--- config.mk ---
export PLATFORM = sky130hd
export DESIGN_NAME = bcd_timer_ctrl_flat
export DESIGN_NICKNAME = d
export VERILOG_FILES = /design/src/rtl/bcd_timer_ctrl_if.sv /design/src/rtl/bcd_timer_ctrl.sv /design/src/flat_wrapper.sv
export SDC_FILE = /design/constraint.sdc
export NUM_CORES = 1
export LEC_CHECK = 0
export ABC_AREA = 1
export CAP_MARGIN = 0
export CORE_ASPECT_RATIO = 0.8
export CORE_MARGIN = 1
export CORE_UTILIZATION = 47
export CTS_BUF_LIST = sky130_fd_sc_hd__clkbuf_16
export DETAILED_ROUTE_END_ITERATION = 8
export PLACE_DENSITY = 0.89
export SYNTH_ARGS = -nofsm -noshare
export SYNTH_HDL_FRONTEND = slang
export SYNTH_SLANG_ARGS = --single-unit
--- constraint.sdc ---
create_clock -name clk -period 3.6 [get_ports clk]
set_input_delay 0.36 -clock clk [delete_from_list [all_inputs] [get_ports clk]]
set_output_delay 0.36 -clock clk [all_outputs]
set_load 0.01 [all_outputs]
--- src/rtl/bcd_timer_ctrl_if.sv ---
// Command, status and chain-facing signals of the BCD timer run controller.
interface bcd_timer_ctrl_if #(
    parameter int unsigned N = 3
) ();
    localparam int unsigned W = 4 * N;

    logic         start;
    logic         stop;
    logic         clear;
    logic         lap;
    logic [W-1:0] target;
    logic [W-1:0] cnt_q;
    logic         cnt_fdone;
    logic         cnt_enable;
    logic         cnt_clear;
    logic [W-1:0] lap_q;
    logic         lap_valid;
    logic         alarm;
    logic         overflow;
    logic [1:0]   state;

    modport master (
        output start, stop, clear, lap, target, cnt_q, cnt_fdone,
        input  cnt_enable, cnt_clear, lap_q, lap_valid, alarm, overflow, state
    );

    modport slave (
        input  start, stop, clear, lap, target, cnt_q, cnt_fdone,
        output cnt_enable, cnt_clear, lap_q, lap_valid, alarm, overflow, state
    );
endinterface

--- src/rtl/bcd_timer_ctrl.sv ---
// Run controller for a multi-decade BCD counter chain: start/stop/clear/lap
// commands, prescaled count enable, target match and full-scale rollover.
module bcd_timer_ctrl #(
    parameter int unsigned N        = 3,
    parameter int unsigned PRESCALE = 10
) (
    input  logic            clk,
    input  logic            reset,
    bcd_timer_ctrl_if.slave bus
);
    localparam int unsigned W  = 4 * N;
    localparam int unsigned PW = (PRESCALE > 1) ? $clog2(PRESCALE) : 1;

    typedef enum logic [1:0] {
        ST_IDLE  = 2'd0,
        ST_RUN   = 2'd1,
        ST_PAUSE = 2'd2,
        ST_DONE  = 2'd3
    } state_e;

    state_e        state_q, state_d;
    logic [PW-1:0] presc_q, presc_d;
    logic [W-1:0]  lap_cap_q, lap_cap_d;
    logic          lap_valid_q, lap_valid_d;
    logic          alarm_q, alarm_d;
    logic          overflow_q, overflow_d;

    logic match_c;
    logic tick_c;
    logic run_c;
    logic en_c;

    // State and status registers
    always_ff @(posedge clk or posedge reset) begin
        if (reset) begin
            state_q     <= ST_IDLE;
            presc_q     <= '0;
            lap_cap_q   <= '0;
            lap_valid_q <= 1'b0;
            alarm_q     <= 1'b0;
            overflow_q  <= 1'b0;
        end else begin
            state_q     <= state_d;
            presc_q     <= presc_d;
            lap_cap_q   <= lap_cap_d;
            lap_valid_q <= lap_valid_d;
            alarm_q     <= alarm_d;
            overflow_q  <= overflow_d;
        end
    end

    // Next-state, prescaler and enable decode; priority clear > stop > start
    always_comb begin
        state_d     = state_q;
        presc_d     = presc_q;
        lap_cap_d   = lap_cap_q;
        lap_valid_d = lap_valid_q;
        alarm_d     = alarm_q;
        overflow_d  = overflow_q;

        match_c = (bus.target != '0) && (bus.cnt_q == bus.target);
        tick_c  = (presc_q == PW'(PRESCALE - 1));
        run_c   = (state_q == ST_RUN);
        en_c    = tick_c & run_c & ~match_c & ~bus.stop & ~bus.clear;

        // Prescaler advances in every RUN cycle, so a pause keeps the tick phase
        if (run_c) begin
            presc_d = tick_c ? '0 : presc_q + PW'(1);
        end

        if (bus.clear) begin
            state_d     = ST_IDLE;
            presc_d     = '0;
            lap_cap_d   = '0;
            lap_valid_d = 1'b0;
            alarm_d     = 1'b0;
            overflow_d  = 1'b0;
        end else begin
            if (bus.lap && (state_q == ST_RUN || state_q == ST_PAUSE)) begin
                lap_cap_d   = bus.cnt_q;
                lap_valid_d = 1'b1;
            end
            unique case (state_q)
                ST_IDLE: begin
                    if (bus.start && !bus.stop) begin
                        state_d = ST_RUN;
                        presc_d = '0;
                    end
                end
                ST_RUN: begin
                    if (bus.stop) begin
                        state_d = ST_PAUSE;
                    end else if (match_c) begin
                        state_d = ST_DONE;
                        alarm_d = 1'b1;
                    end else if (en_c && bus.cnt_fdone) begin
                        state_d    = ST_DONE;
                        overflow_d = 1'b1;
                    end
                end
                ST_PAUSE: begin
                    if (bus.start && !bus.stop) begin
                        state_d = ST_RUN;
                    end
                end
                ST_DONE: begin
                    state_d = ST_DONE;
                end
            endcase
        end
    end

    assign bus.cnt_enable = en_c;
    assign bus.cnt_clear  = bus.clear & ~reset;
    assign bus.lap_q      = lap_cap_q;
    assign bus.lap_valid  = lap_valid_q;
    assign bus.alarm      = alarm_q;
    assign bus.overflow   = overflow_q;
    assign bus.state      = state_q;
endmodule
--- src/flat_wrapper.sv ---
// flat-port wrapper written by rule: the top's interface ports become plain ports
module bcd_timer_ctrl_flat 
#(
    parameter int unsigned N        = 3,
    parameter int unsigned PRESCALE = 10
)
  (clk, reset, bus_start, bus_stop, bus_clear, bus_lap, bus_target, bus_cnt_q, bus_cnt_fdone, bus_cnt_enable, bus_cnt_clear, bus_lap_q, bus_lap_valid, bus_alarm, bus_overflow, bus_state);
  bcd_timer_ctrl_if #(.N(N)) bus_i ();
  input  logic clk;
  input  logic reset;
  input wire logic [$bits(bus_i.start)-1:0] bus_start;
  input wire logic [$bits(bus_i.stop)-1:0] bus_stop;
  input wire logic [$bits(bus_i.clear)-1:0] bus_clear;
  input wire logic [$bits(bus_i.lap)-1:0] bus_lap;
  input wire logic [$bits(bus_i.target)-1:0] bus_target;
  input wire logic [$bits(bus_i.cnt_q)-1:0] bus_cnt_q;
  input wire logic [$bits(bus_i.cnt_fdone)-1:0] bus_cnt_fdone;
  output wire logic [$bits(bus_i.cnt_enable)-1:0] bus_cnt_enable;
  output wire logic [$bits(bus_i.cnt_clear)-1:0] bus_cnt_clear;
  output wire logic [$bits(bus_i.lap_q)-1:0] bus_lap_q;
  output wire logic [$bits(bus_i.lap_valid)-1:0] bus_lap_valid;
  output wire logic [$bits(bus_i.alarm)-1:0] bus_alarm;
  output wire logic [$bits(bus_i.overflow)-1:0] bus_overflow;
  output wire logic [$bits(bus_i.state)-1:0] bus_state;
  assign bus_i.start = bus_start;
  assign bus_i.stop = bus_stop;
  assign bus_i.clear = bus_clear;
  assign bus_i.lap = bus_lap;
  assign bus_i.target = bus_target;
  assign bus_i.cnt_q = bus_cnt_q;
  assign bus_i.cnt_fdone = bus_cnt_fdone;
  assign bus_cnt_enable = bus_i.cnt_enable;
  assign bus_cnt_clear = bus_i.cnt_clear;
  assign bus_lap_q = bus_i.lap_q;
  assign bus_lap_valid = bus_i.lap_valid;
  assign bus_alarm = bus_i.alarm;
  assign bus_overflow = bus_i.overflow;
  assign bus_state = bus_i.state;
  bcd_timer_ctrl #(.N(N), .PRESCALE(PRESCALE)) u_core (.clk(clk), .reset(reset), .bus(bus_i));
endmodule
Yosys cells after proc, flatten, opt, wreduce, memory -nomap -nowiden
Cells that the tools add are included.
W data, S select, Z words.
{"block": "totals", "ff_bits": 21, "latch_bits": 0, "mem_bits_rw": 0, "romBits": 0, "in_bits": 31, "out_inout_bits": 19, "n_memories": 0}
{"block": "op_classes", "addsub": 1, "multipliers": 0, "n_div": 0, "n_lt_le_gt_ge": 0, "eq_ne": 9, "shifts": 0, "mux": 24, "bitwise": 9, "n_reduce_logical": 16}
{"cell": "$mux W12", "count": 2}
{"cell": "$mux W4", "count": 5}
{"cell": "$eq A12 B12 Y1", "count": 1}
{"cell": "$reduce_bool A12 Y1", "count": 1}
{"cell": "$mux W1", "count": 11}
{"cell": "$mux W2", "count": 5}
{"cell": "$reduce_bool A2 Y1", "count": 4}
{"cell": "$pmux W2 S3", "count": 1}
{"cell": "$and A1 B1 Y1", "count": 5}
{"cell": "$ne A5 B4 Y1 const B", "count": 1}
{"cell": "$add A4 B1 Y4 const B", "count": 1}
{"cell": "$eq A2 B2 Y1 const B", "count": 2}
{"cell": "$eq A4 B4 Y1 const B", "count": 1}
{"cell": "$logic_and A1 B1 Y1", "count": 4}
{"cell": "$not A1 Y1", "count": 4}
{"cell": "$reduce_and A4 Y1", "count": 1}
{"cell": "$ne A3 B1 Y1 const B", "count": 1}
{"cell": "$reduce_and A3 Y1", "count": 1}
{"cell": "$eq A2 B1 Y1 const B", "count": 1}
{"cell": "$logic_not A2 Y1", "count": 1}
{"cell": "$ne A2 B1 Y1 const B", "count": 1}
{"cell": "$ne A2 B2 Y1 const B", "count": 1}
{"cell": "$reduce_and A2 Y1", "count": 1}
{"cell": "$reduce_or A2 Y1", "count": 1}
{"cell": "other kinds (2)", "count": 2}

Depth between registers and ports, before layout
{"block": "logic_depth", "word_depth": 12, "mapped_depth": 11}

Worst setup path after synthesis
OpenSTA, ideal clock, no wires.
{"block": "synth_timing", "path_kind": "register -> output", "startpoint": "register u_core.state_q[1], in the netlist u_core.bus.state[1]", "endpoint": "output port bus_cnt_enable", "arrival_ps": 1225, "slack_ps": 2015, "stages_incl_launch_ff": 7, "n_path_buf": 0, "cell_sequence": "dfrtp_1 > inv_1 > ha_1 > inv_2 > nor2_2 > nand2_1 > a21oi_2"}
{"block": "synth_via", "elab_chain_cells": 5}
{"item": "from (decl)", "line": "bcd_timer_ctrl.sv:21", "source": "state_e state_q, state_d;"}
{"item": "from (signal assigned)", "line": "bcd_timer_ctrl.sv:43", "source": "state_q <= state_d;"}
{"item": "$eq A2 B1 Y1", "line": "bcd_timer_ctrl.sv:63", "source": "run_c = (state_q == ST_RUN);"}
{"item": "$and A1 B1 Y1 (4 in a row)", "line": "bcd_timer_ctrl.sv:64", "source": "en_c = tick_c & run_c & ~match_c & ~bus.stop & ~bus.clear;"}
{"item": "to (decl)", "line": "flat_wrapper.sv:18", "source": "output wire logic [$bits(bus_i.cnt_enable)-1:0] bus_cnt_enable;"}
Every way passes these cells.

Worst setup path after layout
Same ends and word-level chain as after synthesis.

==> results.ini <==
[synthesis]
netlist_instances=189
synth_compound_area_share_pct=9.85
synth-simple-area-share_pct=31.8
synth-xor-area-share_pct=0.663
yosys.area.top_type_share_pct=39.8
avgSynthCellArea_um2=6.99
synth_edf_count=0
yosys-top-cells-area=dfrtp_1 40%, nand2_1 15%, inv_1 9.4%
synth_fa_ha_area_share_pct=6.63
synth_flop_cell=dfrtp_1
yosys_warnings=0
yosysMostFrequentCell=nand2_1
yosysTopAreaCell=dfrtp_1
ys_ff_latch=21
ys_seq_area_share_pct=39.8
synth_top_family_by_area=simple AND/OR/NAND/NOR gates
syn_area_um2=1320
muxShareOfSynthArea_pct=0
ys_types=23
synth_common_cells=54 x nand2_1, 33 x inv_1, 21 x dfrtp_1
synthArstFlopShare_pct=100
syn_nets=227

[worst_hold_path]
hold_end=u_core.bus.alarm$_DFFE_PP0P_
hold_path_startpoint=u_core.bus.alarm$_DFFE_PP0P_
hp-class=flip-flop to flip-flop
hold_depth=1

[placed_design]
io_buffers=49
routabilityCongestion=0.825
post-dp-hpwl_um=2420

[cells_and_area]
syn_to_final_growth_pct=45.2
nNetsFinal=277
drive_above_1_share_pct=5.04
diodes=0
fin_util_pct=74.9

[worst_setup_path]
path_class=flip-flop to primary output
startpoint_type=flip-flop
r2r_end=u_core.bus.state[1]$_DFFE_PP0P_
worstPathMaxFanout=7
cp.arrival_ns=2.12
r2r_start=u_core.bus.state[1]$_DFFE_PP0P_
regToRegSetupSlack_ns=1.87
r2r_cells=9
endpoint_kind=primary output
worstPathRequired_ns=3.24

[floorplanning]
die_w_um=61.3
die_h_um=49.4
dieArea_um2=3030
num_rows=16
io_pins=50
coreArea_um2=2560
start_util_pct=51.6

[drt]
wl_per_cell_um=11.3
vias=1320
drt-pass1-iter-count=5
post_drt_via_cell_ratio=4.82
routed_wl_um=3110
drt-initial-drc-count=71
drcViolationCount=0
ant_nets=0

[cts]
path_clk_slew_ns=0.06
clock_path_buffers=2
clock_sinks=21
cts_tree=done
cts_buffers=3
clockRootBuffer=clkbuf_16
ctsResizeCount=0
postCtsSetupBuffers=0
cts_hold_buffers=0
clk_latency_ns=0.25
htreeDepth=1

[sta]
setup_viol=0
grt_setup_unrepaired=no
skew_ns=0.00242
fin_tns_setup_ns=0
max_freq_mhz=403
relSlewSlack_pct=48.3
worstMarginPinSlew_ns=0.775
slew_violations=0
min_period_ns=2.48
hold_viol_final=0
period_share_pct=69.0

[grt]
grt_pass1_wl_um=5300
grt-ovfl-total=0
grt_usage_pct=23.7
grt_pass1_vias=1231
grt_max_degree=22
antenna_found_initial=0

[status]
status=finished, final reports clean

[power_and_ir_drop]
max-vdd-ir-drop_mv=0.261
leakage_nw=0.958
p_per_area_nw_per_um2=485

[flow_run]
maxCapViolCount=0

[through the flow]
| step | power (mW) | setup slack, ns | area [µm²] | hold WS, ns | instances |
|---|---|---|---|---|---|
| finish | 0.931 | 1.12 | 1920 | 0.495 | 274 |
| global route | 1.00 | 0.986 | 1920 | 0.531 | 274 |
| CTS | 0.935 | 1.12 | 1920 | 0.501 | 274 |
| detailed placement | 0.698 | 1.29 | 1840 | 0.489 | 270 |
| global placement | 0.689 | 1.29 | 1840 | 0.483 | 270 |
| floorplan | 0.527 | 2.01 | 1320 | 0.337 | 189 |
[worst max-delay path, cell delays in order (launching register included)]
cell and delay (ns):
dfrtp_1 0.42, inv_1 0.12, ha_1 0.32, inv_2 0.08, nor2_2 0.14, nand2_1 0.11
a21oi_2 0.13, clkdlybuf4s50_1 0.55
[cell families after synthesis]
logic type      count (synthesis)
simple gates                   99
compound gates                 22
flops                          21
buf+inv                        39
fa+ha+maj                       7
xor+xnor                        1
[cell type report]
type	count	area [µm²]
Clock inverter	1	3.75
Sequential cell	21	526
Timing Repair Buffer	49	490
Multi-Input combinational cell	129	647
Clock buffer	3	75.1
Fill cell	214	644
Inverter	35	131
Tap cell	36	45.0
[power breakdown]
part	switching, mW	internal (mW)	total, mW
combinational	0.190	0.174	0.364
sequential	0.0432	0.290	0.333
clock	0.0853	0.148	0.233
total	0.319	0.612	0.931
[cell usage in the layout (no fill, tap or decap), drive strengths merged]
cell type      instances
a211oi                 1
nand2                 56
o21ai                 13
nand3                 17
ha                     7
o211ai                 1
nor2                  21
clkbuf                 3
a211o                  1
clkdlybuf4s50         49
a21oi                  5
o21a                   1
nor3                   3
nand4                  1
xnor2                  1
inv                   36
nor3b                  1
dfrtp                 21
[state kept, by name, summed over array words and instances (netlist names)]
name and count:
u_core.bus.lap_q 12, u_core.presc_q 4, u_core.bus.state 2, u_core.bus.alarm 1, u_core.bus.lap_valid 1, u_core.bus.overflow 1
[metal layers]
layer / global-route usage (%) / vias up / routed length, µm
met1: 33.3 / 585 / 1440
met3: 7.96 / 0 / 238
met4: 3.41 / 0 / 0
li1: - / 686 / -
met2: 35.7 / 49 / 1430
met5: 0 / - / 0
[worst max path at each step]
stage	cells after the start	from	slack, ns	endpoint
after detailed placement	9	bus_target[5]	1.29	bus_cnt_enable
final	7	u_core.bus.state[1]$_DFFE_PP0P_	1.12	bus_cnt_enable
after CTS	7	u_core.bus.state[1]$_DFFE_PP0P_	1.12	bus_cnt_enable
after global routing	7	u_core.bus.state[1]$_DFFE_PP0P_	0.99	bus_cnt_enable
after floorplan	6	u_core.bus.state[1]$_DFFE_PP0P_	2.01	bus_cnt_enable
after global placement	9	bus_target[5]	1.29	bus_cnt_enable
Note: power is estimated with default switching activity, not from simulation.
